**config.mk**
```make
export PLATFORM = sky130hd
export DESIGN_NAME = fpu_result_register
export DESIGN_NICKNAME = d
export VERILOG_FILES = /design/src/rtl/fpu_result_register.sv
export SDC_FILE = /design/constraint.sdc
export NUM_CORES = 1
export LEC_CHECK = 0
export CAP_MARGIN = 20
export CORE_ASPECT_RATIO = 0.5
export CORE_MARGIN = 2
export CORE_UTILIZATION = 45
export CTS_CLUSTER_DIAMETER = 200
export CTS_CLUSTER_SIZE = 16
export DETAILED_ROUTE_END_ITERATION = 8
export PLACE_DENSITY = 0.82
export SYNTH_ARGS = -nofsm -noshare
export SYNTH_HDL_FRONTEND = slang
export SYNTH_SLANG_ARGS = --single-unit
```
**constraint.sdc**
```tcl
create_clock -name clk -period 3.77 [get_ports clk]
set_input_delay 0.754 -clock clk [delete_from_list [all_inputs] [get_ports clk]]
set_output_delay 0.754 -clock clk [all_outputs]
set_load 0.05 [all_outputs]
```
**src/rtl/fpu_result_register.sv**
```systemverilog
// Holds the FPU core result/flags for host readback, with a per-operation timeout and overrun tracking.
// Optional interrupt output enabled by defining FPU_RESULT_IRQ_EN; otherwise fpu_irq is tied low.
//
// state | meaning
// IDLE  | no operation pending, last result held
// BUSY  | waiting for fpu_result_valid or timeout
// DONE  | result held until host_read or a new doorbell
module fpu_result_register #(
  parameter int unsigned TMO_CYCLES = 200,
  parameter logic [31:0] TMO_NAN    = 32'h7FC0_0000
) (
  input  logic        clk,
  input  logic        reset_n,
  input  logic        fpu_rst_w,
  input  logic        fpu_doorbell_r_i,
  input  logic        fpu_result_valid,
  input  logic [31:0] fpu_result,
  input  logic [4:0]  fpu_flags,
  input  logic        host_read,
  output logic [31:0] fpu_result_r,
  output logic [4:0]  fpu_flags_r,
  output logic        fpu_busy,
  output logic        fpu_done,
  output logic        fpu_timeout,
  output logic        fpu_overrun,
  output logic        fpu_irq
);

  typedef enum logic [1:0] {
    IDLE = 2'd0,
    BUSY = 2'd1,
    DONE = 2'd2
  } state_e;

  localparam logic [7:0] TMO_LAST = 8'(TMO_CYCLES - 1);

  state_e      state_q, state_d;
  logic [7:0]  cnt_q, cnt_d;
  logic [31:0] res_q, res_d;
  logic [4:0]  flg_q, flg_d;
  logic        tmo_q, tmo_d;
  logic        ovr_q, ovr_d;

  always_comb begin
    state_d = state_q;
    cnt_d   = cnt_q;
    res_d   = res_q;
    flg_d   = flg_q;
    tmo_d   = tmo_q;
    ovr_d   = ovr_q;
    if (fpu_rst_w) begin
      state_d = IDLE;
      cnt_d   = 8'd0;
      res_d   = 32'h0000_0000;
      flg_d   = 5'd0;
      tmo_d   = 1'b0;
      ovr_d   = 1'b0;
    end else begin
      case (state_q)
        IDLE: begin
          if (fpu_doorbell_r_i) begin
            state_d = BUSY;
            cnt_d   = 8'd0;
            tmo_d   = 1'b0;
            flg_d   = 5'd0;
          end
        end
        BUSY: begin
          // A result strobe on the timeout cycle takes precedence over the timeout.
          if (fpu_result_valid) begin
            state_d = DONE;
            res_d   = fpu_result;
            flg_d   = fpu_flags;
          end else if (cnt_q >= TMO_LAST) begin
            state_d = DONE;
            res_d   = TMO_NAN;
            flg_d   = 5'b10000;
            tmo_d   = 1'b1;
          end else begin
            cnt_d = cnt_q + 8'd1;
          end
        end
        DONE: begin
          if (fpu_doorbell_r_i) begin
            state_d = BUSY;
            cnt_d   = 8'd0;
            tmo_d   = 1'b0;
            flg_d   = 5'd0;
            ovr_d   = ~host_read;
          end else if (host_read) begin
            state_d = IDLE;
            ovr_d   = 1'b0;
          end
        end
        default: state_d = IDLE;
      endcase
    end
  end

  always_ff @(posedge clk or negedge reset_n) begin
    if (!reset_n) begin
      state_q <= IDLE;
      cnt_q   <= 8'd0;
      res_q   <= 32'h0000_0000;
      flg_q   <= 5'd0;
      tmo_q   <= 1'b0;
      ovr_q   <= 1'b0;
    end else begin
      state_q <= state_d;
      cnt_q   <= cnt_d;
      res_q   <= res_d;
      flg_q   <= flg_d;
      tmo_q   <= tmo_d;
      ovr_q   <= ovr_d;
    end
  end

  assign fpu_result_r = res_q;
  assign fpu_flags_r  = flg_q;
  assign fpu_busy     = (state_q == BUSY);
  assign fpu_done     = (state_q == DONE);
  assign fpu_timeout  = tmo_q;
  assign fpu_overrun  = ovr_q;

`ifdef FPU_RESULT_IRQ_EN
  logic irq_q, irq_d;

  always_comb begin
    irq_d = (state_d == DONE) | ovr_d;
  end

  always_ff @(posedge clk or negedge reset_n) begin
    if (!reset_n) irq_q <= 1'b0;
    else          irq_q <= irq_d;
  end

  assign fpu_irq = irq_q;
`else
  assign fpu_irq = 1'b0;
`endif

endmodule

```
==> impl.org, run 1 <==
** Clocking
- Counting along the longest clock path gives a buffer depth of 2.
- Total of hold buffers inserted after clock tree synthesis :: 0
- In this run the post-CTS setup repair buffer count came out at 0.
- H-tree lvl count :: 2
- After clock tree synthesis, the repair step resized 0 gates.
- At the later pin of the worst-skew pair, clock insertion delay measures 0.30 ns.
- The tree built by TritonCTS fans out to 49 sinks.
- Clock tree synthesis inserted a total of 5 buffers.
- TritonCTS clock tree :: built
- Clock-pin slew was measured on the worst setup and hold paths at around 0.1 ns.
- The tree is rooted in a clkbuf_8.

** Floorplanning
- The die covers between 0.005 and 0.006 mm2.
- Pin placement for this block handled 85 I/O pins.
- The floorplan step set the die height to 53.44 um.
- The initialized floorplan defines 17 standard-cell rows.
- Die span in x :: 102.9 um
- In this run the standard cell core region covers 0.004552 mm2.
- For this configuration, the core starts out at a cell density of between 40% and 50%.

** Placement
- Final weighted congestion in routability-driven placement :: 0.8698
- Including well taps, the total number of placed cells is approximately 350.
- After legalization and detailed placement, the total HPWL measured a little under 4000 um.
- The count of buffers added on input and output ports is 83.
- Timing analysis after detailed placement gives a worst setup slack of 1.096 ns.

** Routing
- Routed wire length :: 5463 um
- Routed wirelength normalized by instance count :: 15.26 um
- Number of violations reported at the end of detailed-routing iteration 0 :: 102
- Once detail routing completed, the nets flagged for antenna violations numbered 0.
- Number of vias per cell :: 5.179
- For this run, the detailed router's first-pass iteration total came to 4.
- For this run, design rule violations remaining after detail routing come to 0.
- The routed layout has 1854 vias.

** Global route
- Entering global routing, the biggest net connects 50 pins.
- Gr usage total :: between 20 and 25%
- After global routing the overflow that remains totals 0.
- The number of global-route vias before repair came to around 1800.
- Antenna violations before repair :: 0
- Wire length of the first global-routing pass :: 8480 um

** Power
- Power Total :: 0.001095 W
- Leakage :: 1.350 nW
- IR analysis of the VDD net gives a maximum drop of between 0.0002 and 0.00025 V.
- Power per unit of standard cell area :: 343.9 mW/mm2

** Timing
- Number of pins with negative max-slew slack in the final report :: 0
- Transition at the pin with the smallest max-transition slack :: 0.8344 ns
- Remaining max-slew budget at the tightest pin :: between 40% and 50%
- Static timing analysis puts the maximum clock frequency at approximately 370 MHz.
- Setup total negative slack on the finished layout was measured at 0 ns.
- RSZ-0062 raised after global routing :: no
- Final period demand of the worst path :: ~2.7 ns
- The hold violation count in the final report came to 0.
- Setup violators final :: 0
- Across the routed clock network, the largest skew measured is 0.003367 ns.
- After layout, the worst setup slack is around 1.1 ns.
- Tcrit/Tclk final :: between 70 and 80%

** Synth
- Asr flop ratio synth :: 100.0%
- Counting every net in the synthesized netlist gives 255.
- A synthesized cell averages 10.42 um2.
- Sequential elements use ~56% of the synthesized area.
- Post-synthesis register bit count :: 49
- EDFF count, synth :: 0
- After synthesis, the netlist uses 38 different library cells.
- Post-Synthesis Cell Area :: 0.002200 mm2
- The Yosys step of the flow raised 0 warnings.
- The cell count after synthesis came out at 211.
- The most used flip-flop cell after synthesis is dfrtp_1.

** Layout
- Antenna diodes :: 0
- At the end of the flow, the number of nets in the layout was 335.
- Number of non-filler instances in the completed layout :: 358
- Cells fill 69.93% of the core in the end.
- Share of post-route cells with drive strength above 1 :: 7.877%
- Post-synthesis to final-layout area growth :: 44.71%

** Worst setup path
- The critical path contains buffers and inverters numbering 2 combined.
- In this run the worst path has a maximum fanout of 4.
- STA classifies the critical path startpoint as a register.
- Path type of the worst setup path :: register to output pin
- At the worst endpoint, the required time is 3.02 ns.
- Critical Path Start :: state_q[1]
- Family with the most delay on the worst path :: buffers and inverters
- Launch instance of the worst register-to-register path :: cnt_q[0]
- Critical Path Sink Type :: output pin
- The slowest stage of the critical path belongs to the cell clkdlybuf4s50_1.
- Series of cell instances along the critical path :: nand2b_2, inv_1, clkdlybuf4s50_1
- Arrival time at the worst endpoint :: 1.95 ns
- Delay of the slowest cell on the worst path :: a little over 0.8 ns

** Run status
- The flow ran to the end, and the final reports show no timing, DRC or antenna violations.

** Run
- Across the run, the number of max-cap violations was 0.

** Hold path
- Type of the worst min-delay path :: input pin to async pin
[through the flow]
| stage | instance area [um2] | hold slack, ns |
|---|---|---|
| after floorplan | 2200 | 0.4584 |
| after global placement | 3064 | 0.4895 |
| after detailed placement | 3064 | 0.4948 |
| after CTS | 3163 | 0.5154 |
| after global routing | 3183 | 0.4274 |
| final | 3183 | 0.3981 |
[cells in the final DEF (no fill, tap or decap), types with 2 or more instances in the layout]
master           instances
dfrtp_1                 49
and3_1                   4
o31ai_1                  4
or3_1                    2
nor3_1                  12
inv_1                    3
nor2_1                  38
nor2b_1                 13
o211ai_1                 2
nand3_1                  2
o21ai_0                  6
nand2_1                  7
buf_4                    2
a21oi_1                  8
a22oi_1                 23
and2_1                   2
mux2_2                   5
clkdlybuf4s50_1         82
clkbuf_8                 6
[path summary, 6_finish.rpt]
path / to / cells past startpoint / slack (ns)
max in group asynchronous: cnt_q[5] / 2 / 2.85
min in group clk: fpu_timeout / 2 / 0.51
hold / removal: fpu_result_r[18] / 1 / 0.40
hold reg to reg: fpu_timeout / 2 / 0.51
setup reg to reg: fpu_flags_r[3] / 5 / 1.84
setup / recovery: fpu_busy / 3 / 1.07
[cell families (layout without fill, tap and decap cells)]
logic type / count (synthesis) / count (layout) / synth area share (%)
buf+inv: 16 / 97 / 3.185
simple gates: 89 / 89 / 20.31
fa+ha+maj: 1 / 1 / 0.5687
compound gates: 50 / 50 / 17.46
mux: 5 / 5 / 2.560
flops: 49 / 49 / 55.75
other cells: 1 / 1 / 0.1705
[flip-flops by register name, indices dropped and copies added, names as in the netlist]
signal,count
fpu_flags_r,5
fpu_overrun,1
state_q,2
cnt_q,8
fpu_timeout,1
fpu_result_r,32
[worst register-to-register path, delay by kind of cell (launching register included)]
kind	cells	cell delay (ns)
AOI/OAI and AO/OA	2	0.58
adders and majority gates	1	0.29
DFF	1	0.42
muxes	1	0.31
and+or+nand+nor	1	0.22
[area by class of cell]
cell class / count / area, um2
multi-input combinational: 146 / 903.4
fill: 351 / 1369
clock inverter: 2 / 16.27
sequential: 49 / 1226
inverter: 3 / 11.26
tap: 66 / 82.58
clock buffer: 6 / 82.58
timing repair buffer: 86 / 860.8
[where the power goes]
group          switching (W)  internal [W]
clock               0.000185      0.000151
sequential        0.00000997      0.000541
combinational       0.000119     0.0000884
total               0.000314      0.000780
[metal layers]
metal	vias up	track usage (%)	routed length, um
met5	-	0	0
li1	906	-	-
met4	0	5.482	30
met1	899	27.45	2467
met3	2	4.491	225
met2	47	33.88	2739
[Yosys cell counts, drive strengths merged (3+ instances only)]
| master | instances | area, um2 |
|---|---|---|
| nand2 | 7 | 26.28 |
| nor2b | 13 | 81.33 |
| inv | 3 | 11.26 |
| nor2 | 38 | 142.6 |
| nor3 | 12 | 60.06 |
| a22oi | 23 | 172.7 |
| a21oi | 8 | 40.04 |
| buf | 7 | 36.28 |
| clkbuf | 6 | 22.52 |
| and3 | 4 | 25.02 |
| o21ai | 6 | 30.03 |
| o31ai | 4 | 30.03 |
| dfrtp | 49 | 1226 |
| mux2 | 5 | 56.30 |
(Power assumes the default switching activity.)
==> run 2, diff against run 1 <==
--- a/config.mk
+++ b/config.mk
@@ -8,11 +8,11 @@
 export CAP_MARGIN = 20
 export CORE_ASPECT_RATIO = 0.5
 export CORE_MARGIN = 2
-export CORE_UTILIZATION = 45
+export CORE_UTILIZATION = 39
 export CTS_CLUSTER_DIAMETER = 200
 export CTS_CLUSTER_SIZE = 16
 export DETAILED_ROUTE_END_ITERATION = 8
-export PLACE_DENSITY = 0.82
+export PLACE_DENSITY = 0.75
 export SYNTH_ARGS = -nofsm -noshare
 export SYNTH_HDL_FRONTEND = slang
 export SYNTH_SLANG_ARGS = --single-unit
==> constraint.sdc (replaced) <==
create_clock -name clk -period 2.2 [get_ports clk]
set_input_delay 0.44 -clock clk [delete_from_list [all_inputs] [get_ports clk]]
set_output_delay 0.44 -clock clk [all_outputs]
set_load 0.05 [all_outputs]
==> run 2 against run 1 <==
Compared with the run above:
- clock power rose to 2.7 times the previous value
- non-clock buffer count rose by 8
- wire length rose by 3.0%
- sequential power rose by 72%
- critical path type is now input pin to register
- largest power group unchanged
- highest routed layer unchanged
==> impl.org, run 2 (synthesized netlist as in run 1, its figures left out) <==
** Clocking
- The post-cts gate resize count came to 0 (unchanged).
- Clock transition at the register clock pins on the worst setup and hold paths after CTS :: 0.06 ns (was 0.10 ns)
- Later-pin clock latency in the skew report :: 0.29 ns (was 0.30 ns)
- H-tree lvl count :: 2 (unchanged)
- The number of clock sinks seen by CTS is 49 (unchanged).
- Post-CTS Setup Repair Bufs :: 0 (unchanged)
- The CTS tree is built (unchanged).
- Total of hold buffers inserted after clock tree synthesis :: 0 (unchanged)
- The number of buffers between clock root and the deepest sink was 2 (unchanged).
- Clock root buffer :: clkbuf_16 (was clkbuf_8)
- Total clock buffers created by CTS :: 5 (unchanged)

** Power
- The power consumption is 0.002206 W (was 0.001095 W).
- The power per unit of standard cell area is 663.6 mW/mm2 (was 343.9 mW/mm2).
- The worst vdd rail ir drop was 0.0003294 V (was 0.0002478 V).
- Leakage :: 1.430 nW (was 1.350 nW)

** Placement
- The post-placement worst setup slack is -0.04007 ns (was 1.096 ns).
- Count of input and output buffers :: 83 (unchanged)
- The final weighted congestion in routability-driven placement came to 0.8076 (was 0.8698).
- The half-perimeter wire length of the detailed placement result came to 3971 um (was 3928 um).

** Global route
- Pin count of the biggest net entering global routing :: 50 (unchanged)
- The total global-route track usage is 18.68% (was 20.44%).
- The residual overflow from global routing is 0 (unchanged).
- The number of antenna violations at the first check in global routing is 0 (unchanged).
- The wire length of the first global-routing pass is 9059 um (was 8480 um).
- The number of global-route vias before repair was 1933 (was 1766).

** Floorplanning
- The effective utilization at floorplan came to 40.23% (was 48.32%).
- The total I/O pin count is 85 (unchanged).
- The die extent in x is 110.2 um (was 102.9 um).
- Die extent in y :: 57.11 um (was 53.44 um)
- The row count came to 19 (was 17).
- The area of the die was 0.006293 mm2 (was 0.005497 mm2).
- Core Region :: 0.005468 mm2 (was 0.004552 mm2)

** Layout
- Share of post-route cells with drive strength above 1 :: 11.00% (was 7.877%)
- Most frequent cells in the layout: 80 x clkdlybuf4s50_1, 49 x dfrtp_1, 38 x nor2_1 (was 82 x clkdlybuf4s50_1, 49 x dfrtp_1, 38 x nor2_1).
- The relative area change from synthesis to final layout was 51.14% (was 44.71%).
- Most frequent standard cell in the layout excluding fill and tap cells :: clkdlybuf4s50_1 (unchanged)
- The number of diodes was 0 (unchanged).
- The number of nets in the layout came to 343 (was 335).
- Flip-flop count of the largest register, all copies and words added :: 32 (unchanged)

** Routing
- The final routed wirelength across all metal layers came to 5629 um (was 5463 um).
- The average wire per standard cell was 15.09 um (was 15.26 um).
- Drc violations :: 0 (unchanged)
- The average via count per standard cell is 5.123 (was 5.179).
- The initial DRC count was 91 (was 102).
- Number of routed nets with antenna violations :: 0 (unchanged)
- Total iterations of the first detailed-routing run :: 4 (unchanged)
- Via count :: 1911 (was 1854)

** Worst setup path
- Critical path's slowest cell :: and2_1 (was clkdlybuf4s50_1)
- Critical path destination :: fpu_result_r[21] (was fpu_busy)
- The data required time at the worst endpoint came to 2.42 ns (was 3.02 ns).
- The category of the worst setup path capture point is a register (was output pin).
- The worst stage delay on the critical path was 0.75 ns (was 0.82 ns).
- Path type of the worst setup path :: input pin to register (was register to output pin)
- Buffering stage count on the worst path with inverters included :: 1 (was 2)
- The length in cells of the worst reg-to-reg path came to 5 (unchanged).
- Arrival time at the worst endpoint :: 2.18 ns (was 1.95 ns)
- Capture instance of the worst register-to-register path :: fpu_flags_r[0] (was fpu_flags_r[3])
- Series of cell instances along the critical path: clkdlybuf4s50_1, and2_1, a22oi_1, nor2_1 (was nand2b_2, inv_1, clkdlybuf4s50_1).
- Largest driver fanout on the critical path :: 23 (was 4)
- Launch instance of the worst register-to-register path :: cnt_q[0] (unchanged)
- Family with the most delay on the worst path :: simple AND/OR/NAND/NOR gates (was buffers and inverters)
- The startpoint of the worst setup timing path is fpu_result_valid (was state_q[1]).
- Internal reg-to-reg setup slack :: 0.29 ns (was 1.84 ns)
- Critical Path Start Type :: input pin (was register)
- The instance count on the critical path came to 4 (was 3).

** Timing
- Derived from the worst setup path, the maximum achievable clock frequency is 508.6 MHz.
- Setup violators final :: 0 (unchanged)
- Final hold violation count :: 0 (unchanged)
- Counting I/O delays and the setup requirement, the final critical path takes between 1.5 and 2 ns.
- Worst clock skew on the final layout :: 0.008924 ns (was 0.003367 ns)
- The number of slew-limit violations in the final report came to 0 (unchanged).
- Transition at the pin with the smallest max-transition slack :: 0.8534 ns (was 0.8344 ns)
- Final hold slack :: 0.2497 ns (was 0.3981 ns)
- RSZ-0062 raised after global routing: no (unchanged).
- Setup slack of the critical path after layout :: 0.2339 ns (was 1.068 ns)
- Dividing the final minimum period by the clock period gives 89.37%.
- Remaining max-slew budget at the tightest pin :: 43.11% (was 44.37%)
- Aggregate negative setup slack :: 0 ns (unchanged)

** Run status
- Status: finished, final reports clean (unchanged).

** Run
- The number of maximum-capacitance constraint violations came to 0 (unchanged).

** Hold path
- The path category of the worst min-delay check was input pin to async pin (unchanged).
-- run 2: cell count changes in the layout (fill, tap and decap cells not counted) --
cell and delta:
buf_4 +10, bufinv_16 +1, clkbuf_16 +5, clkbuf_8 -5, clkdlybuf4s50_1 -2, inv_6 -1
-- run 2: worst min-delay path by stage --
stage / depth (start not counted) / slack (ns) / end
finish: 2 / 0.25 / fpu_result_r[20]
global route: 2 / 0.31 / fpu_result_r[31]
CTS: 2 / 0.27 / fpu_result_r[11]
detailed placement: 2 / 0.49 / fpu_timeout
global placement: 1 / 0.49 / fpu_flags_r[1]
floorplan: 0 / 0.14 / cnt_q[0]
-- run 2: per-layer routing --
metal,part of all wire [%],track usage [%]
met1,42,24.04
met2,51,31.64
met3,5.2,4.914
met4,1.3,5.000
met5,0,0
-- run 2: final cells by class --
type                            count  area (um2)
Fill cell                         444        2143
Inverter                            3       11.26
Tap cell                           73       91.34
Clock inverter                      2       37.54
Sequential cell                    49        1226
Multi-Input combinational cell    146       903.4
Timing Repair Buffer               94       915.9
Clock buffer                        6       138.9
-- run 2: report_power, final --
| group | internal (W) | total (W) | switching (W) |
|---|---|---|---|
| registers | 0.000928 | 0.000945 | 0.0000178 |
| logic | 0.000158 | 0.000366 | 0.000208 |
| clock network | 0.000567 | 0.000895 | 0.000328 |
-- run 2: metrics by stage --
stage / util [%] / instances / area [um2]
6_report: 60.80 / 373 / 3324
5_1_grt: 60.80 / 373 / 3324
4_1_cts: 60.80 / 373 / 3324
3_5_place_dp: 57.57 / 365 / 3148
3_3_place_gp: 57.57 / 365 / 3148
2_1_floorplan: - / 211 / 2200
